## config.mk

```make
export PLATFORM = sky130hd
export DESIGN_NAME = ctrl_reg_banked
export DESIGN_NICKNAME = d
export VERILOG_FILES = /design/src/rtl/ctrl_reg_banked.sv
export SDC_FILE = /design/constraint.sdc
export NUM_CORES = 1
export LEC_CHECK = 0
export ABC_AREA = 0
export CAP_MARGIN = 10
export CORE_UTILIZATION = 33
export CTS_CLUSTER_DIAMETER = 30
export CTS_CLUSTER_SIZE = 16
export DETAILED_ROUTE_END_ITERATION = 16
export GPL_TIMING_DRIVEN = 1
export PLACE_DENSITY_LB_ADDON = 0.08
export SYNTH_ARGS = -nofsm -noshare
export SYNTH_HDL_FRONTEND = slang
export SYNTH_SLANG_ARGS = --single-unit
```

## constraint.sdc

```tcl
create_clock -name CLK -period 1.4 [get_ports CLK]
set_clock_uncertainty 0.05 [all_clocks]
set_input_delay 0.28 -clock CLK [delete_from_list [all_inputs] [get_ports CLK]]
set_output_delay 0.28 -clock CLK [all_outputs]
set_load 0.005 [all_outputs]
```

## src/rtl/ctrl_reg_banked.sv

```systemverilog
// rtl/ctrl_reg_banked.sv - banked flash window, RAM enables, maprom and boot overlay control register
// One commit per Z2 data phase; bank reprogramming needs the KEY1/KEY2 unlock sequence first.
module ctrl_reg_banked #(
    parameter int         NUM_BANKS = 4,
    parameter int         NUM_EN    = 3,
    parameter logic [3:0] KEY1      = 4'hA,
    parameter logic [3:0] KEY2      = 4'h5,
    parameter logic [7:0] CIA_PAGE  = 8'hBF,
    parameter logic [1:0] Z2_DATA   = 2'd2,
    localparam int        BANK_BITS = $clog2(NUM_BANKS)
) (
    input  logic                 CLK,
    input  logic                 RESET_n,
    input  logic                 AS_n,
    input  logic [23:1]          ADDR,
    input  logic [15:12]         DIN,
    input  logic                 RW,
    input  logic                 ctrl_access,
    input  logic [1:0]           z2_state,
    input  logic                 flash_enabled,
    input  logic [BANK_BITS-1:0] flash_bank,
    output logic [BANK_BITS-1:0] flash_ahi,
    output logic                 flash_a18,
    output logic [3:0]           DOUT,
    output logic [NUM_EN-1:0]    en,
    output logic                 mapram_en,
    output logic                 OVL,
    output logic                 dtack
);

    typedef enum logic [1:0] {
        KEY_LOCKED   = 2'd0,
        KEY_KEY1_OK  = 2'd1,
        KEY_UNLOCKED = 2'd2
    } key_state_t;

    localparam logic [1:0] REG_CTRL     = 2'd0;
    localparam logic [1:0] REG_PROGBANK = 2'd1;
    localparam logic [1:0] REG_MAP      = 2'd2;

    key_state_t           key_state;
    logic [BANK_BITS-1:0] progbank;
    logic [1:0]           reg_sel;
    logic                 in_phase;
    logic                 commit;
    logic                 ovl_clear;
    logic                 unused_addr;

    assign reg_sel     = ADDR[2:1];
    assign in_phase    = (z2_state == Z2_DATA) && ctrl_access;
    assign commit      = in_phase && !dtack;
    assign ovl_clear   = (ADDR[23:16] == CIA_PAGE) && !RW && !AS_n;
    assign unused_addr = ^ADDR[15:3];

    always_ff @(posedge CLK) begin
        if (!RESET_n) begin
            progbank  <= '0;
            en        <= '0;
            mapram_en <= 1'b0;
            OVL       <= 1'b1;
            dtack     <= 1'b0;
            key_state <= KEY_LOCKED;
        end else begin
            // dtack rises on the commit edge and holds until the phase ends
            dtack <= in_phase;
            if (ovl_clear) begin
                OVL <= 1'b0;
            end
            if (commit) begin
                case (reg_sel)
                    REG_CTRL: begin
                        if (!RW) begin
                            for (int i = 0; i < NUM_EN; i++) begin
                                if (DIN[13+i]) begin
                                    en[i] <= DIN[12];
                                end
                            end
                        end
                        if (key_state == KEY_KEY1_OK) begin
                            key_state <= KEY_LOCKED;
                        end
                    end
                    REG_PROGBANK: begin
                        if (!RW && key_state == KEY_UNLOCKED) begin
                            progbank  <= DIN[12 +: BANK_BITS];
                            key_state <= KEY_LOCKED;
                        end
                    end
                    REG_MAP: begin
                        if (!RW && DIN[15]) begin
                            mapram_en <= 1'b1;
                        end
                        if (key_state == KEY_KEY1_OK) begin
                            key_state <= KEY_LOCKED;
                        end
                    end
                    default: begin
                        // reads of the KEY register leave the sequence untouched
                        if (!RW) begin
                            case (key_state)
                                KEY_LOCKED:  key_state <= (DIN == KEY1) ? KEY_KEY1_OK : KEY_LOCKED;
                                KEY_KEY1_OK: key_state <= (DIN == KEY2) ? KEY_UNLOCKED : KEY_LOCKED;
                                default:     key_state <= KEY_LOCKED;
                            endcase
                        end
                    end
                endcase
            end
        end
    end

    always_comb begin
        DOUT = 4'h0;
        case (reg_sel)
            REG_CTRL:     DOUT[NUM_EN-1:0]    = en;
            REG_PROGBANK: DOUT[BANK_BITS-1:0] = progbank;
            REG_MAP:      DOUT = {mapram_en, flash_enabled & ~mapram_en, OVL, key_state == KEY_UNLOCKED};
            default:      DOUT = {2'b00, key_state};
        endcase
    end

    assign flash_ahi = (flash_enabled && !mapram_en) ? flash_bank : progbank;
    assign flash_a18 = (OVL && !ADDR[23]) ? 1'b1 : ADDR[19];

endmodule

```

==> impl_metrics.env <==
export IMPL_final_min_period_over_clock_period_pct=117
export IMPL_rsz0062_at_grt="yes"
export IMPL_grt_ovfl_total=0
export IMPL_worst_setup_path_end_kind="primary output"
export IMPL_num_vias=763
export IMPL_final_total_power_mw=0.738
export IMPL_failing_checks="negative setup slack"
export IMPL_worst_slew_pin_transition_ns=0.291
export IMPL_netlist_instances=68
export IMPL_chipHeight_um=46.8
export IMPL_worstSetupPathType="register to primary output"
export IMPL_final_antenna_net_count=0
export IMPL_p_leak_nw=0.568
export IMPL_detail_routed_via_count_per_cell=4.99
export IMPL_placementRows=15
export IMPL_place_inst=148
export IMPL_cts_sinks=10
export IMPL_critical_path_buf_inv_count=1
export IMPL_dp_slack_ns=-0.854
export IMPL_rr_startpoint="dtack"
export IMPL_area_growth_synth_to_final_pct=90.2
export IMPL_grt_start_max_net_pins=13
export IMPL_synth_sequential_area_ratio_pct=30.2
export IMPL_drc_violations_left=0
export IMPL_initial_cell_density_of_the_core_pct=36.7
export IMPL_tritoncts_num_buffers=3
export IMPL_synth_cell_types=30
export IMPL_diodes=0
export IMPL_finish_net_count=166
export IMPL_cp_slowest_cell="sky130_fd_sc_hd__mux4_2"
export IMPL_clk_pin_slew_ns=0.08
export IMPL_holdCritPathClass="input port to register"
export IMPL_layout_min_cycle_time_ns=1.64
export IMPL_critPathMaxStageDelay_ns=0.44
export IMPL_layout_drive_gt1_share_pct=43.0
export IMPL_syn_area_um2=662
export IMPL_synth_enable_flop_cells=0
export IMPL_track_usage_pct=19.7
export IMPL_synth_area_top_cells="sky130_fd_sc_hd__dfxtp_1, sky130_fd_sc_hd__mux4_2, sky130_fd_sc_hd__nor4_4, sky130_fd_sc_hd__o21a_1, sky130_fd_sc_hd__nand4bb_4"
export IMPL_power_density_nw_per_um2=586
export IMPL_wl_final_um=1980
export IMPL_synth_area_per_cell_um2=9.73
export IMPL_crit_path_cell_trace="nor2b_4 > mux4_2 > buf_2"
export IMPL_final_max_slew_viol_count=0
export IMPL_ys_async_sr_fraction_pct=0
export IMPL_post_synth_top_area_fraction_pct=30.2
export IMPL_final_report_hold_violation_count=0
export IMPL_io_pins=50
export IMPL_core_area_um2=1800
export IMPL_yosysWarnings=0
export IMPL_finalWorstSetupSlack_ns=-0.243
export IMPL_count_leader_synth="sky130_fd_sc_hd__dfxtp_1"
export IMPL_ys_flop_type="sky130_fd_sc_hd__dfxtp_1"
export IMPL_critPathArrivalTime_ns=1.31
export IMPL_synth_nets=105
export IMPL_final_setup_viol_count=5
export IMPL_routedWlPerCell_um=12.9
export IMPL_antenna_found_initial=0
export IMPL_largest_area_contributor_in_the_synthesized_netlist="sky130_fd_sc_hd__dfxtp_1"
export IMPL_setup_tns_final_ns=-0.850
export IMPL_dp_final_hpwl_um=1530
export IMPL_path_max_fanout=3
export IMPL_worstPathRequired_ns=1.07
export IMPL_clockRootBuffer="sky130_fd_sc_hd__clkbuf_4"
export IMPL_placement_io_buffers=36
export IMPL_vdd_ir_drop_max_mv=0.408
export IMPL_post_synth_most_frequent_cells="sky130_fd_sc_hd__dfxtp_1, sky130_fd_sc_hd__nor2_1, sky130_fd_sc_hd__nand3_1, sky130_fd_sc_hd__o21a_1, sky130_fd_sc_hd__o21ai_0"
export IMPL_clock_latency_ns=0.28
export IMPL_global_route_wire_length_before_repair_um=2930
export IMPL_detailedRoute_firstIterationViolations=8
export IMPL_run_status="finished, violations left"
export IMPL_fmax_mhz=609
export IMPL_ys_seq_elements=10
export IMPL_finish_cell_count_without_fillers=153
export IMPL_cts_path_max_buffers=2
export IMPL_nFillCells=174
export IMPL_htree_levels=1
export IMPL_startpoint="key_state[1]"
export IMPL_die_w_um=46.8
export IMPL_maxCapViolCount=0
export IMPL_worst_setup_path_start_kind="register"
export IMPL_clock_tree_from_tritoncts="yes"
export IMPL_drt_pre_antenna_iters=4
export IMPL_hold_path_startpoint="z2_state[0]"
export IMPL_cp_top_family="multiplexers"
export IMPL_die_area_um2=2190
export IMPL_timing_max_slew_rel_slack_pct=80.5
export IMPL_grt_pass1_vias=732
export IMPL_gp_routability_congestion=0.795
==> logic make-up after synthesis <==
group	synth area share (%)
compound gates	18.1
mux	11.7
flops	30.2
buf+inv	3.97
simple gates	35.9
==> placed cells by master (no fill, tap or decap), types with 3 or more instances in the layout <==
cell | netlist | routed
sky130_fd_sc_hd__dlygate4sd2_1 | 0 | 12
sky130_fd_sc_hd__buf_4 | 2 | 22
sky130_fd_sc_hd__nand3_1 | 4 | 4
sky130_fd_sc_hd__nand2_1 | 3 | 3
sky130_fd_sc_hd__o21ai_0 | 4 | 3
sky130_fd_sc_hd__buf_6 | 0 | 3
sky130_fd_sc_hd__clkdlybuf4s50_1 | 0 | 15
sky130_fd_sc_hd__o21a_1 | 4 | 4
sky130_fd_sc_hd__clkbuf_4 | 0 | 3
sky130_fd_sc_hd__buf_2 | 0 | 5
sky130_fd_sc_hd__dfxtp_2 | 0 | 8
sky130_fd_sc_hd__nor2_1 | 5 | 5
==> worst paths after layout <==
| path | slack (ns) | end | cells after the start |
|---|---|---|---|
| worst min-delay path | 0.29 | dtack | 2 |
| worst min register to register | 0.52 | OVL | 3 |
| worst max register to register | 0 | en[2] | 5 |
| worst max-delay path | -0.24 | DOUT[0] | 3 |
==> final cells by class <==
cell class	instances	area [um2]	share of cell area [%]
clock buffer	4	36.3	2.88
inverter	2	7.51	0.596
multi-input combinational	53	470	37.4
sequential	10	210	16.7
tap	25	31.3	2.49
timing repair buffer	59	503	40.0
==> per-layer routing <==
| layer | GRT usage, % | share of wire (%) | up-vias |
|---|---|---|---|
| met5 | 0 | 0 | - |
| met4 | 10.3 | 1.9 | 0 |
| met3 | 5.00 | 5.2 | 5 |
| met2 | 33.3 | 50 | 25 |
| met1 | 23.0 | 43 | 352 |
| li1 | - | - | 381 |
==> worst register-to-register path: cells and delay by family, from the launching register on <==
| kind | cells | cell delay, ns |
|---|---|---|
| DFF | 1 | 0.32 |
| and+or+nand+nor | 2 | 0.49 |
| buffers and inverters | 1 | 0.18 |
| AOI/OAI and AO/OA | 2 | 0.25 |
==> flip-flops by register name (all words and copies together) (netlist names) <==
name       flops
mapram_en      1
key_state      2
dtack          1
en             3
progbank       2
OVL            1
==> power breakdown <==
part	leakage [nW]	internal [mW]	switching, mW
clock	0.0210	0.158	0.120
combinational	0.463	0.109	0.0641
sequential	0.0837	0.285	0.000637
total	0.568	0.553	0.185
==> stage by stage <==
stage	instance area (um2)	hold slack [ns]	util (%)
3_5_place_dp	1200	0.512	66.6
5_1_grt	1260	0.309	69.9
3_3_place_gp	1200	0.507	66.6
6_report	1260	0.288	69.9
4_1_cts	1250	0.404	69.4
2_1_floorplan	662	0.360	-
==> what timing repair did <==
action | CTS | global route
pin swaps | 4 | 7
gates cloned | 0 | 0
hold buffers | 0 | 0
gates resized for setup | 59 | 6
buffers inserted | 2 | 0
setup endpoints to repair | 20 | 11
Power figures use the tool's default switching activity.
